$ cat config.mk
export PLATFORM = sky130hd
export DESIGN_NAME = e603_icb_ram_arbiter
export DESIGN_NICKNAME = d
export VERILOG_FILES = /design/src/rtl/e603_icb_ram_arbiter.sv
export SDC_FILE = /design/constraint.sdc
export NUM_CORES = 1
export LEC_CHECK = 0
export BUFFER_PORTS_ARGS = -buffer_cell sky130_fd_sc_hd__buf_4
export CAP_MARGIN = 20
export CORE_AREA = 4 4 98 100
export DETAILED_ROUTE_END_ITERATION = 12
export DIE_AREA = 0 0 102 104
export PLACE_DENSITY = 0.53
export REMOVE_ABC_BUFFERS = 1
export SYNTH_ARGS = -nofsm -noshare
export SYNTH_HDL_FRONTEND = slang
export SYNTH_SLANG_ARGS = --single-unit
$ cat constraint.sdc
create_clock -name clk -period 4.05 [get_ports clk]
set_input_delay 0 -clock clk [delete_from_list [all_inputs] [get_ports clk]]
set_output_delay 0 -clock clk [all_outputs]
set_load 0.01 [all_outputs]
$ cat src/rtl/e603_icb_ram_arbiter.sv
// Two-master round-robin ICB arbiter in front of a single in-order ICB RAM slave.
// Grant owners are queued in an ID FIFO so each response returns to the master that issued it.
module e603_icb_ram_arbiter #(
    parameter int AW         = 12,
    parameter int DW         = 32,
    parameter int OUTS_DEPTH = 2
) (
    input  logic            clk,
    input  logic            rst_n,

    input  logic            m0_icb_cmd_valid,
    output logic            m0_icb_cmd_ready,
    input  logic            m0_icb_cmd_read,
    input  logic [AW-1:0]   m0_icb_cmd_addr,
    input  logic [DW-1:0]   m0_icb_cmd_wdata,
    input  logic [DW/8-1:0] m0_icb_cmd_wmask,
    output logic            m0_icb_rsp_valid,
    input  logic            m0_icb_rsp_ready,
    output logic [DW-1:0]   m0_icb_rsp_rdata,
    output logic            m0_icb_rsp_err,

    input  logic            m1_icb_cmd_valid,
    output logic            m1_icb_cmd_ready,
    input  logic            m1_icb_cmd_read,
    input  logic [AW-1:0]   m1_icb_cmd_addr,
    input  logic [DW-1:0]   m1_icb_cmd_wdata,
    input  logic [DW/8-1:0] m1_icb_cmd_wmask,
    output logic            m1_icb_rsp_valid,
    input  logic            m1_icb_rsp_ready,
    output logic [DW-1:0]   m1_icb_rsp_rdata,
    output logic            m1_icb_rsp_err,

    output logic            s_icb_cmd_valid,
    input  logic            s_icb_cmd_ready,
    output logic            s_icb_cmd_read,
    output logic [AW-1:0]   s_icb_cmd_addr,
    output logic [DW-1:0]   s_icb_cmd_wdata,
    output logic [DW/8-1:0] s_icb_cmd_wmask,
    input  logic            s_icb_rsp_valid,
    output logic            s_icb_rsp_ready,
    input  logic [DW-1:0]   s_icb_rsp_rdata,
    input  logic            s_icb_rsp_err,

    output logic            arb_orphan_err
);

    localparam int PW = (OUTS_DEPTH > 1) ? $clog2(OUTS_DEPTH) : 1;
    localparam int CW = $clog2(OUTS_DEPTH + 1);

    logic                  rr_last;
    logic [OUTS_DEPTH-1:0] id_fifo;
    logic [PW-1:0]         wr_ptr;
    logic [PW-1:0]         rd_ptr;
    logic [CW-1:0]         count;
    logic                  orphan;

    logic grant;
    logic full;
    logic empty;
    logic cmd_fire;
    logic rsp_fire;
    logic head_owner;

    // Tie goes to the master not granted last; idle defaults the payload mux to m0.
    always_comb begin
        grant = 1'b0;
        if (m0_icb_cmd_valid && m1_icb_cmd_valid) begin
            grant = ~rr_last;
        end else if (m1_icb_cmd_valid) begin
            grant = 1'b1;
        end
    end

    assign full  = (count == CW'(OUTS_DEPTH));
    assign empty = (count == '0);

    assign s_icb_cmd_valid = (m0_icb_cmd_valid | m1_icb_cmd_valid) & ~full;
    assign s_icb_cmd_read  = grant ? m1_icb_cmd_read  : m0_icb_cmd_read;
    assign s_icb_cmd_addr  = grant ? m1_icb_cmd_addr  : m0_icb_cmd_addr;
    assign s_icb_cmd_wdata = grant ? m1_icb_cmd_wdata : m0_icb_cmd_wdata;
    assign s_icb_cmd_wmask = grant ? m1_icb_cmd_wmask : m0_icb_cmd_wmask;

    assign m0_icb_cmd_ready = ~grant & s_icb_cmd_ready & ~full;
    assign m1_icb_cmd_ready =  grant & s_icb_cmd_ready & ~full;

    assign cmd_fire = s_icb_cmd_valid & s_icb_cmd_ready;

    assign head_owner = id_fifo[rd_ptr];

    assign m0_icb_rsp_valid = s_icb_rsp_valid & ~empty & ~head_owner;
    assign m1_icb_rsp_valid = s_icb_rsp_valid & ~empty &  head_owner;
    assign m0_icb_rsp_rdata = s_icb_rsp_rdata;
    assign m1_icb_rsp_rdata = s_icb_rsp_rdata;
    assign m0_icb_rsp_err   = s_icb_rsp_err;
    assign m1_icb_rsp_err   = s_icb_rsp_err;

    // With nothing outstanding the response is accepted and discarded.
    assign s_icb_rsp_ready = empty ? 1'b1 : (head_owner ? m1_icb_rsp_ready : m0_icb_rsp_ready);
    assign rsp_fire        = s_icb_rsp_valid & s_icb_rsp_ready & ~empty;

    assign arb_orphan_err = orphan;

    always_ff @(posedge clk or negedge rst_n) begin
        if (!rst_n) begin
            rr_last <= 1'b1;
            id_fifo <= '0;
            wr_ptr  <= '0;
            rd_ptr  <= '0;
            count   <= '0;
            orphan  <= 1'b0;
        end else begin
            if (cmd_fire) begin
                id_fifo[wr_ptr] <= grant;
                wr_ptr          <= (wr_ptr == PW'(OUTS_DEPTH - 1)) ? '0 : wr_ptr + 1'b1;
                rr_last         <= grant;
            end
            if (rsp_fire) begin
                rd_ptr <= (rd_ptr == PW'(OUTS_DEPTH - 1)) ? '0 : rd_ptr + 1'b1;
            end
            case ({cmd_fire, rsp_fire})
                2'b10:   count <= count + 1'b1;
                2'b01:   count <= count - 1'b1;
                default: count <= count;
            endcase
            if (s_icb_rsp_valid && empty) begin
                orphan <= 1'b1;
            end
        end
    end

endmodule

==> results of run 1 <==
stage by stage:
step | power (µW) | util, %
floorplan | 441 | -
global placement | 704 | 27.1
detailed placement | 713 | 27.1
CTS | 820 | 27.9
global route | 870 | 27.9
finish | 807 | 27.9
how the worst min path moves through the flow:
stage                              from                    to  slack, ns  cells after the start
floorplan                         rst_n        arb_orphan_err      -0.30                      0
global placement                  rst_n        arb_orphan_err      -0.18                      1
detailed placement                rst_n        arb_orphan_err      -0.17                      1
CTS                 s_icb_rsp_rdata[25]  m1_icb_rsp_rdata[25]     0.0001                      0
global route        s_icb_rsp_rdata[25]  m1_icb_rsp_rdata[25]     0.0001                      0
finish              s_icb_rsp_rdata[25]  m1_icb_rsp_rdata[25]    0.00004                      0
cells by family (layout without fill, tap and decap cells):
group / after synthesis / in the layout / synth area share, %
DFF: 8 / 8 / 12.9
buffers and inverters: 74 / 169 / 36.1
muxes: 54 / 54 / 38.7
adders and majority gates: 1 / 1 / 0.801
xor gates and xnor gates: 5 / 5 / 2.80
AOI/OAI and AO/OA: 12 / 12 / 6.33
and+or+nand+nor: 8 / 8 / 2.40
cell type report:
| type | count | area, µm² |
|---|---|---|
| Multi-Input combinational cell | 80 | 797 |
| Fill cell | 943 | 6260 |
| Clock buffer | 4 | 45.0 |
| Sequential cell | 8 | 201 |
| Tap cell | 108 | 135 |
| Inverter | 1 | 3.75 |
| Timing Repair Buffer | 164 | 1240 |
worst max-delay path, cell delays in order (launching register included):
cell      delay (ns)
dfstp_2         0.38
a21boi_4        0.51
buf_4           0.50
mux2_2          0.40
buf_4           0.15
registers in the layout, indices dropped and copies added, names as in the netlist:
| signal | count |
|---|---|
| arb_orphan_err | 1 |
| count | 2 |
| id_fifo | 2 |
| rd_ptr | 1 |
| rr_last | 1 |
| wr_ptr | 1 |
power groups by stage:
stage                     logic [µW]  registers, µW  clock network (µW)
after global routing             590            168                 111
final                            541            162                 103
after detailed placement         549            164                   0
after global placement           542            162                   0
after CTS                        552            163                 105
after floorplan                  287            154                   0
layer usage:
metal	global-route usage, %	vias up	share of wire (%)
li1	-	682	-
met1	14.9	693	35
met2	19.5	184	42
met3	14.4	4	22
met4	1.87	2	0.51
met5	9.74	-	0.75
what timing repair did:
| item | 4_1_cts | 5_1_grt |
|---|---|---|
| setup endpoints to repair | 0 | 0 |
| hold buffers | 2 | 0 |
| resized for setup | 0 | 0 |
| endpoints found under the hold margin | 9 | 0 |
cells in the final DEF, fill, tap and decap left out:
cell type,netlist,routed
buf_4,68,162
mux2_2,48,48
dfrtp_1,7,7
nor2_1,4,4
o211ai_1,3,3
mux2i_1,3,3
mux2_1,3,3
xnor2_1,3,3
clkbuf_8,0,3
o21ai_0,2,2
xor2_1,2,2
o2111ai_1,2,2
dlygate4sd3_1,0,2
a21boi_4,1,1
nand2b_1,1,1
nand2_1,1,1
and3_1,1,1
o21a_1,1,1
nor2b_1,1,1
a21o_1,1,1
inv_1,1,1
a31oi_1,1,1
a41oi_1,1,1
ha_1,1,1
clkbuf_1,0,1
dfstp_2,1,1
==> reports/results.tsv, run 1 <==
stage	metric	value	unit
status	status	complete, no violations	
sta	fin_crit	2.19	ns
logic_synthesis	synth-seq-area-share	12.9	%
critical_path	cp.required	4.05	ns
clock_tree	clkTransAtPathRegs	0.04	ns
power	intPower	510	µW
logic_synthesis	syn-cell-area	0.00156	mm²
global_route	grt_pass1_wl	11100	µm
logic_synthesis	post-synth-top-count-cell	buf_4	
power	p_per_area	334	mW/mm²
sta	fmax	457	MHz
power	p_clk_share	12.8	%
critical_path	r2r-end	count[1]	
floorplan	core_area	0.00868	mm²
flow_run	drv_cap	0	
floorplan	die_h	104	µm
sta	slew_viol_final	0	
layout	nNetsFinal	398	
routing	drt_pass1_iterations	4	
critical_path	r2r_slack	2.26	ns
logic_synthesis	synth-main-ff-cell	dfrtp_1	
placed_design	dp.cells	359	
logic_synthesis	netlist_top_cells_count	buf_4, mux2_2, dfrtp_1	
clock_tree	cts_setup_buffers	0	
layout	finalNonFillerCells	365	
routing	wl_per_cell	22.0	µm
routing	initialDrtViolationCount	48	
power	pwr-share-seq	20.1	%
placed_design	pre_cts_ws	2.05	ns
clock_tree	clk_path_buf_depth	2	
global_route	grt_pass1_vias	1675	
clock_tree	clock-root-buffer	clkbuf_8	
sta	finalSetupViolCount	0	
global_route	grt_remaining_overflow	0	
logic_synthesis	synth_top_area_share	34.6	%
routing	ant_nets	0	
clock_tree	insertion_delay	0.23	ns
global_route	grtUsageTotal	14.1	%
sta	setup_tns	0	ns
routing	viasPerCell	4.29	
floorplan	chipWidth	102	µm
critical_path	reg2reg_depth	5	
placed_design	placed_cell_area	0.00235	mm²
clock_tree	cts_tree	done	
sta	post-route-period-util	54.0	%
logic_synthesis	avgSynthCellArea	9.65	µm²
sta	rsz0062_at_grt	false	
logic_synthesis	netlist_instances	162	
floorplan	dieArea	0.0106	mm²
critical_path	endpoint	s_icb_cmd_addr[4]	
floorplan	ioPinCount	261	
logic_synthesis	synth_edf_count	0	
placed_design	place_congestion	0.773	
clock_tree	htreeDepth	1	
logic_synthesis	synth_cell_types	25	
layout	antenna_cells	0	
clock_tree	clock-sinks	8	
logic_synthesis	ys.warnings.count	0	
placed_design	dp_hpwl	7050	µm
power	share_comb_of_total_power	67.1	%
logic_synthesis	yosysTopAreaCell	mux2_2	
critical_path	critPathArrivalTime	2.19	ns
critical_path	end_kind	output port	
sta	setup_ws	1.86	ns
sta	fin_skew	0.00899	ns
critical_path	cp-start-kind	flip-flop	
logic_synthesis	ys_top_cells_by_area	mux2_2, buf_4, dfrtp_1, buf_6, mux2_1	
routing	drc_errors	0	
sta	maxSlewHeadroom	58.4	%
power	p_switching	297	µW
clock_tree	cts_made_buffers	3	
layout	drive_above_1_share	83.7	%
power	p_leak	0.00119	µW
layout	finalInstanceArea	0.00242	mm²
critical_path	cp_max_fo	34	
logic_synthesis	synthArstFlopShare	100	%
logic_synthesis	ys_ff_latch	8	
min_path	min-delay-path-class	in2out	
global_route	antenna_found_initial	0	
placed_design	portBuffers	161	
power	ir_drop	0.104	mV
sta	worst_slew_pin_slew	0.622	ns
critical_path	crit_start	rr_last	
sta	hold_violations	0	
power	p_sw_share	36.8	%
global_route	grt_max_degree	35	
critical_path	criticalPathCategory	reg2out	
floorplan	initial_core_util	18.0	%
routing	wirelength	8040	µm
critical_path	r2r_start	rd_ptr	
routing	num_vias	1565	
layout	syn_to_final_growth	54.8	%
floorplan	rows	34	
sta	whs	0.0000358	ns
No activity file was read; power rests on OpenSTA's default activity.
==> run 2, diff against run 1 <==
--- a/config.mk
+++ b/config.mk
@@ -10,7 +10,7 @@
 export CORE_AREA = 4 4 98 100
 export DETAILED_ROUTE_END_ITERATION = 12
 export DIE_AREA = 0 0 102 104
-export PLACE_DENSITY = 0.53
+export PLACE_DENSITY = 0.55
 export REMOVE_ABC_BUFFERS = 1
 export SYNTH_ARGS = -nofsm -noshare
 export SYNTH_HDL_FRONTEND = slang
==> constraint.sdc (replaced) <==
create_clock -name clk -period 1.9 [get_ports clk]
set_input_delay 0 -clock clk [delete_from_list [all_inputs] [get_ports clk]]
set_output_delay 0 -clock clk [all_outputs]
set_load 0.01 [all_outputs]
==> run 2 against run 1 <==
Cell area is 1.0% higher. Combinational power up 120%. Global-route usage shrank 1.8 points. Final cell count rose by 0.55%. Setup slack got worse by 1.6 ns. Hold slack about the same. Sequential share of layout area down 0.085 points. Core utilization is 0.29 points higher. Clock-buffer cell count is the same. Non-clock buffer count increased by 2. Die area did not move. Via count down 0.38%. Critical path type is now reg2reg. Largest cell class unchanged.
==> reports/results.tsv, run 2 (same netlist as run 1, synthesis figures left out) <==
stage	metric	value	unit	change
clock_tree	clock-sinks	8		unchanged
clock_tree	cts_tree	done		unchanged
sta	setup_ws	0.245	ns	was 1.86 ns
critical_path	cp_num_buf_inv	0		was 2
critical_path	cp.required	2.05	ns	was 4.05 ns
layout	nNetsFinal	400		was 398
layout	seqCellArea	201	µm²	unchanged
floorplan	die_h	104	µm	unchanged
floorplan	ioPinCount	261		unchanged
critical_path	reg2reg_depth	5		unchanged
critical_path	cpLargestDelayFamily	multiplexers		was buffers and inverters
power	pwr-share-seq	19.6	%	was 20.1%
critical_path	criticalPathCategory	reg2reg		was reg2out
placed_design	dp_hpwl	6180	µm	was 7050 µm
sta	worst_slew_pin_slew	0.267	ns	was 0.622 ns
floorplan	rows	34		unchanged
sta	fin_crit	1.66	ns	
sta	maxSlewHeadroom	81.7	%	was 58.4%
critical_path	cp_slowest_cell	dfrtp_1		was a21boi_4
power	share_comb_of_total_power	68.4	%	was 67.1%
sta	finalSetupViolCount	0		unchanged
flow_run	drv_cap	0		unchanged
power	ir_drop	0.292	mV	was 0.104 mV
placed_design	portBuffers	161		unchanged
global_route	use_met1	13.8	%	was 14.9%
routing	drc_errors	0		unchanged
clock_tree	htreeDepth	1		unchanged
layout	nFillCells	938		was 943
sta	post-route-period-util	87.1	%	
global_route	busiest_layer	met2		unchanged
min_path	whs_path_depth	0		unchanged
critical_path	path_cells	mux2i_1 -> mux2i_1 -> ha_1 -> nor2_1 -> xor2_1		was a21boi_4 -> buf_4 -> mux2_2 -> buf_4
routing	num_vias	1559		was 1565
global_route	grt_remaining_overflow	0		unchanged
layout	syn_to_final_growth	56.4	%	was 54.8%
critical_path	cp_common_cell	mux2i_1		was buf_4
critical_path	slowest_delay	0.36	ns	was 0.51 ns
routing	wirelength	7180	µm	was 8040 µm
global_route	grtUsageTotal	12.4	%	was 14.1%
clock_tree	insertion_delay	0.23	ns	about the same
floorplan	dieArea	0.0106	mm²	unchanged
routing	initialDrtViolationCount	40		was 48
layout	finalNonFillerCells	367		was 365
critical_path	crit_cells	5		was 4
power	p_sw_share	35.5	%	was 36.8%
clock_tree	clock-root-buffer	clkbuf_8		unchanged
layout	multi_input_area	797	µm²	unchanged
clock_tree	cts_made_buffers	3		unchanged
power	p_per_area	717	mW/mm²	was 334 mW/mm²
floorplan	core_area	0.00868	mm²	unchanged
placed_design	dp.cells	362		was 359
routing	ant_nets	0		unchanged
critical_path	cp_max_fo	2		was 34
clock_tree	clkTransAtPathRegs	0.04	ns	about the same
critical_path	end_kind	flip-flop		was output port
clock_tree	cts_setup_buffers	0		unchanged
global_route	grt_pass1_vias	1655		was 1675
layout	final_common_cell	buf_4		unchanged
placed_design	placed_cell_area	0.00239	mm²	was 0.00235 mm²
routing	viasPerCell	4.25		was 4.29
layout	finalInstanceArea	0.00244	mm²	was 0.00242 mm²
global_route	antenna_found_initial	0		unchanged
sta	hold_violations	0		unchanged
clock_tree	cts-resized-gates	0		unchanged
clock_tree	clk_path_buf_depth	2		unchanged
global_route	grt_use_met2	16.5	%	was 19.5%
placed_design	pre_cts_ws	0.288	ns	was 2.05 ns
sta	rsz0062_at_grt	false		unchanged
power	p_leak	0.00121	µW	was 0.00119 µW
routing	wl_per_cell	19.6	µm	was 22.0 µm
power	p_clk_share	12.0	%	was 12.8%
floorplan	chipWidth	102	µm	unchanged
min_path	min-delay-path-class	in2out		unchanged
sta	slew_viol_final	0		unchanged
global_route	grt_pass1_wl	9780	µm	was 11100 µm
global_route	grt_max_degree	46		was 35
layout	layout_common_cells	buf_4, mux2_2, dfrtp_1		unchanged
critical_path	cp-start-kind	flip-flop		unchanged
layout	drive_above_1_share	84.2	%	was 83.7%
global_route	grt.met3_usage	12.9	%	was 14.4%
floorplan	initial_core_util	18.0	%	unchanged
sta	setup_tns	0	ns	unchanged
sta	fin_skew	0.00322	ns	was 0.00899 ns
layout	reg_top3	count (2), id_fifo (2)		unchanged
routing	drt_pass1_iterations	4		unchanged
status	status	complete, no violations		unchanged
critical_path	critPathArrivalTime	1.80	ns	was 2.19 ns
power	intPower	1130	µW	was 510 µW
layout	antenna_cells	0		unchanged
placed_design	place_congestion	0.734		was 0.773
sta	fmax	604	MHz	
power	p_switching	623	µW	was 297 µW
[run 2: through the flow]
step	total power (µW)	util, %	hold slack, ns
floorplan	940	-	-0.296
global placement	1550	27.5	-0.175
detailed placement	1550	27.5	-0.172
CTS	1790	28.2	0.000124
global route	1880	28.2	0.000115
finish	1750	28.2	0.0000428
[run 2: final timing paths]
| path | from | to | slack [ns] |
|---|---|---|---|
| max in group asynchronous | rst_n | rr_last | 1.55 |
| max reg2reg | rd_ptr | count[1] | 0.24 |
| min reg2reg | arb_orphan_err | arb_orphan_err | 0.46 |
| min in group asynchronous | rst_n | arb_orphan_err | 0.13 |
| min | s_icb_rsp_rdata[4] | m0_icb_rsp_rdata[4] | 0.00004 |
| max | rd_ptr | count[1] | 0.24 |
[run 2: worst register-to-register path: stages (launching register included)]
cell and delay, ns:
dfrtp_1 0.36, mux2i_1 0.29, mux2i_1 0.33, ha_1 0.31
nor2_1 0.13, xor2_1 0.15
[run 2: per-layer routing]
layer / vias up / part of all wire, %
li1: 686 / -
met1: 693 / 37
met2: 176 / 41
met3: 4 / 22
met4: 0 / 0.29
met5: - / 0
[run 2: power by group through the flow]
stage | Combinational [µW] | Clock (µW) | Sequential (µW)
after floorplan | 612 | 0 | 328
after global placement | 1210 | 0 | 341
after detailed placement | 1210 | 0 | 344
after CTS | 1230 | 218 | 342
after global routing | 1300 | 227 | 353
final | 1200 | 209 | 344
[run 2: repair_timing]
item	in CTS	in global routing
endpoints found under the setup margin	0	0
hold endpoints to repair	8	0
hold buffers	1	0
[run 2: area by class of cell]
class / instances / area share (%)
clock buffers: 4 / 1.84
flip-flops and latches: 8 / 8.24
inverters: 1 / 0.154
multi-input cells: 80 / 32.6
well taps: 108 / 5.53
repair buffers: 166 / 51.6
==> run 3, diff against run 2 <==
--- a/config.mk
+++ b/config.mk
@@ -7,10 +7,11 @@
 export LEC_CHECK = 0
 export BUFFER_PORTS_ARGS = -buffer_cell sky130_fd_sc_hd__buf_4
 export CAP_MARGIN = 20
-export CORE_AREA = 4 4 98 100
+export CORE_AREA = 4 4 100 102
 export DETAILED_ROUTE_END_ITERATION = 12
-export DIE_AREA = 0 0 102 104
-export PLACE_DENSITY = 0.55
+export DIE_AREA = 0 0 104 106
+export GPL_ROUTABILITY_DRIVEN = 0
+export PLACE_DENSITY = 0.64
 export REMOVE_ABC_BUFFERS = 1
 export SYNTH_ARGS = -nofsm -noshare
 export SYNTH_HDL_FRONTEND = slang
==> constraint.sdc (replaced) <==
create_clock -name clk -period 1.8 [get_ports clk]
set_input_delay 0 -clock clk [delete_from_list [all_inputs] [get_ports clk]]
set_output_delay 0 -clock clk [all_outputs]
set_load 0.01 [all_outputs]
==> run 3 against run 2 <==
Hold slack about the same. Flip-flop and latch count unchanged. Routed wire length up 4.7%. Core utilization down 1.2 points. Cell area up 0.46%. Sequential share of layout area about the same. Clock skew up 0.0042 ns. Final cell count up 1.1%.
==> reports/results.tsv, run 3 (same netlist as run 1, synthesis figures left out) <==
stage	metric	value	unit	change
status	status	complete, no violations		unchanged
critical_path	critPathArrivalTime	1.82	ns	was 1.80 ns
critical_path	cpLargestDelayFamily	multiplexers		unchanged
placed_design	portBuffers	161		unchanged
global_route	grtUsageTotal	12.1	%	was 12.4%
layout	drive_above_1_share	84.2	%	about the same
sta	post-route-period-util	92.6	%	was 87.1%
critical_path	cp_max_fo	2		unchanged
floorplan	die_h	106	µm	was 104 µm
global_route	antenna_found_initial	0		unchanged
sta	finalSetupViolCount	0		unchanged
critical_path	cp-start-kind	flip-flop		unchanged
routing	drt_pass1_iterations	3		was 4
routing	viasPerCell	4.21		was 4.25
power	p_per_area	770	mW/mm²	was 717 mW/mm²
layout	reg_top3	count (2), id_fifo (2)		unchanged
clock_tree	clk_path_buf_depth	2		unchanged
critical_path	cp_slowest_cell	dfrtp_1		unchanged
routing	initialDrtViolationCount	59		was 40
floorplan	dieArea	0.0110	mm²	was 0.0106 mm²
layout	antenna_cells	0		unchanged
clock_tree	insertion_delay	0.23	ns	about the same
critical_path	cp_num_buf_inv	0		unchanged
sta	fin_skew	0.00740	ns	was 0.00322 ns
critical_path	path_cells	mux2i_1 -> mux2i_1 -> ha_1 -> nor2_1 -> xor2_1		unchanged
critical_path	r2r-end	count[1]		unchanged
clock_tree	clock-sinks	8		unchanged
floorplan	chipWidth	104	µm	was 102 µm
critical_path	criticalPathCategory	reg2reg		unchanged
clock_tree	clkTransAtPathRegs	0.05	ns	was 0.04 ns
power	ir_drop	0.222	mV	was 0.292 mV
power	pwr-share-seq	19.5	%	was 19.6%
sta	worst_slew_pin_slew	0.299	ns	was 0.267 ns
layout	fin_util	27.0	%	was 28.2%
global_route	grt_max_degree	38		was 46
power	share_comb_of_total_power	68.6	%	was 68.4%
layout	final_common_cell	buf_4		unchanged
critical_path	slowest_delay	0.38	ns	was 0.36 ns
sta	fin_crit	1.67	ns	was 1.66 ns
critical_path	crit_cells	5		unchanged
power	p_clk_share	11.9	%	was 12.0%
placed_design	dp.cells	365		was 362
sta	setup_ws	0.133	ns	was 0.245 ns
clock_tree	cts-resized-gates	0		unchanged
global_route	grt_remaining_overflow	0		unchanged
placed_design	pre_cts_ws	0.203	ns	was 0.288 ns
layout	finalNonFillerCells	371		was 367
layout	nNetsFinal	401		was 400
flow_run	drv_cap	0		unchanged
critical_path	crit_start	rd_ptr		unchanged
critical_path	cp.required	1.95	ns	was 2.05 ns
critical_path	r2r_start	rd_ptr		unchanged
critical_path	reg2reg_depth	5		unchanged
layout	nFillCells	985		was 938
power	intPower	1200	µW	was 1130 µW
power	p_leak	0.00121	µW	about the same
layout	syn_to_final_growth	57.1	%	was 56.4%
critical_path	endpoint	count[1]		unchanged
floorplan	core_area	0.00911	mm²	was 0.00868 mm²
sta	fmax	600	MHz	was 604 MHz
min_path	min-delay-path-class	in2out		unchanged
sta	slew_viol_final	0		unchanged
power	p_switching	687	µW	was 623 µW
routing	ant_nets	0		unchanged
clock_tree	cts_made_buffers	3		unchanged
global_route	grt_pass1_wl	10100	µm	was 9780 µm
clock_tree	htreeDepth	1		unchanged
routing	drc_errors	0		unchanged
floorplan	ioPinCount	261		unchanged
global_route	grt_pass1_vias	1653		was 1655
routing	num_vias	1561		was 1559
routing	wirelength	7520	µm	was 7180 µm
layout	layout_common_cells	buf_4, mux2_2, dfrtp_1		unchanged
sta	hold_violations	0		unchanged
floorplan	rows	35		was 34
power	p_sw_share	36.3	%	was 35.5%
floorplan	initial_core_util	17.2	%	was 18.0%
clock_tree	clock-root-buffer	clkbuf_8		unchanged
critical_path	cp_common_cell	mux2i_1		unchanged
critical_path	end_kind	flip-flop		unchanged
critical_path	r2r_slack	0.13	ns	was 0.24 ns
power	p_total	1890	µW	was 1750 µW
sta	maxSlewHeadroom	80.0	%	was 81.7%
clock_tree	cts_tree	done		unchanged
placed_design	dp_hpwl	6460	µm	was 6180 µm
routing	wl_per_cell	20.3	µm	was 19.6 µm
run 3: cell types whose count changed in the layout (fill, tap and decap cells not counted), sizes merged:
cell,change
buf,+1
run 3: stage by stage:
| step | area, µm² | hold WS, ns | TNS [ns] |
|---|---|---|---|
| global route | 2450 | 0.000113 | -0.00600 |
| floorplan | 1000 | -0.296 | 0 |
| finish | 2450 | 0.0000399 | 0 |
| global placement | 2390 | -0.176 | 0 |
| detailed placement | 2390 | -0.175 | 0 |
| CTS | 2450 | 0.000120 | 0 |
run 3: final cells by class:
class | count | area, µm² | share of cell area, %
clock buffer | 4 | 45.0 | 1.83
sequential | 8 | 201 | 8.21
inverter | 1 | 3.75 | 0.153
tap | 111 | 139 | 5.66
multi-input combinational | 80 | 797 | 32.5
timing repair buffer | 167 | 1270 | 51.7
run 3: worst min path at each step:
stage | from | endpoint | slack [ns] | cells past startpoint
2_1_floorplan | rst_n | arb_orphan_err | -0.30 | 0
3_3_place_gp | rst_n | arb_orphan_err | -0.18 | 1
3_5_place_dp | rst_n | arb_orphan_err | -0.17 | 1
4_1_cts | s_icb_rsp_rdata[7] | m0_icb_rsp_rdata[7] | 0.0001 | 0
5_1_grt | s_icb_rsp_rdata[7] | m0_icb_rsp_rdata[7] | 0.0001 | 0
6_report | s_icb_rsp_rdata[7] | m0_icb_rsp_rdata[7] | 0.00004 | 0
run 3: repair_timing:
item / in CTS / in global routing
endpoints found under the setup margin: 0 / 1
hold buffers: 1 / 0
setup buffers: 0 / 1
endpoints found under the hold margin: 8 / 0
run 3: power groups by stage:
stage / Combinational, µW / Sequential [µW] / Clock, µW
floorplan: 646 / 346 / 0
global placement: 1270 / 359 / 0
detailed placement: 1280 / 371 / 0
CTS: 1300 / 368 / 229
global route: 1390 / 387 / 246
finish: 1300 / 369 / 225
run 3: worst reg2reg max path, stage by stage, from the launching register on:
cell     delay, ns
dfrtp_1       0.38
mux2i_1       0.28
mux2i_1       0.32
ha_1          0.32
nor2_1        0.14
xor2_1        0.15
run 3: layer usage:
layer  share of wire, %  global-route usage (%)
met3                 17                    10.3
met5               0.94                    7.62
met2                 42                    15.2
met4               0.49                    2.18
met1                 40                    15.0
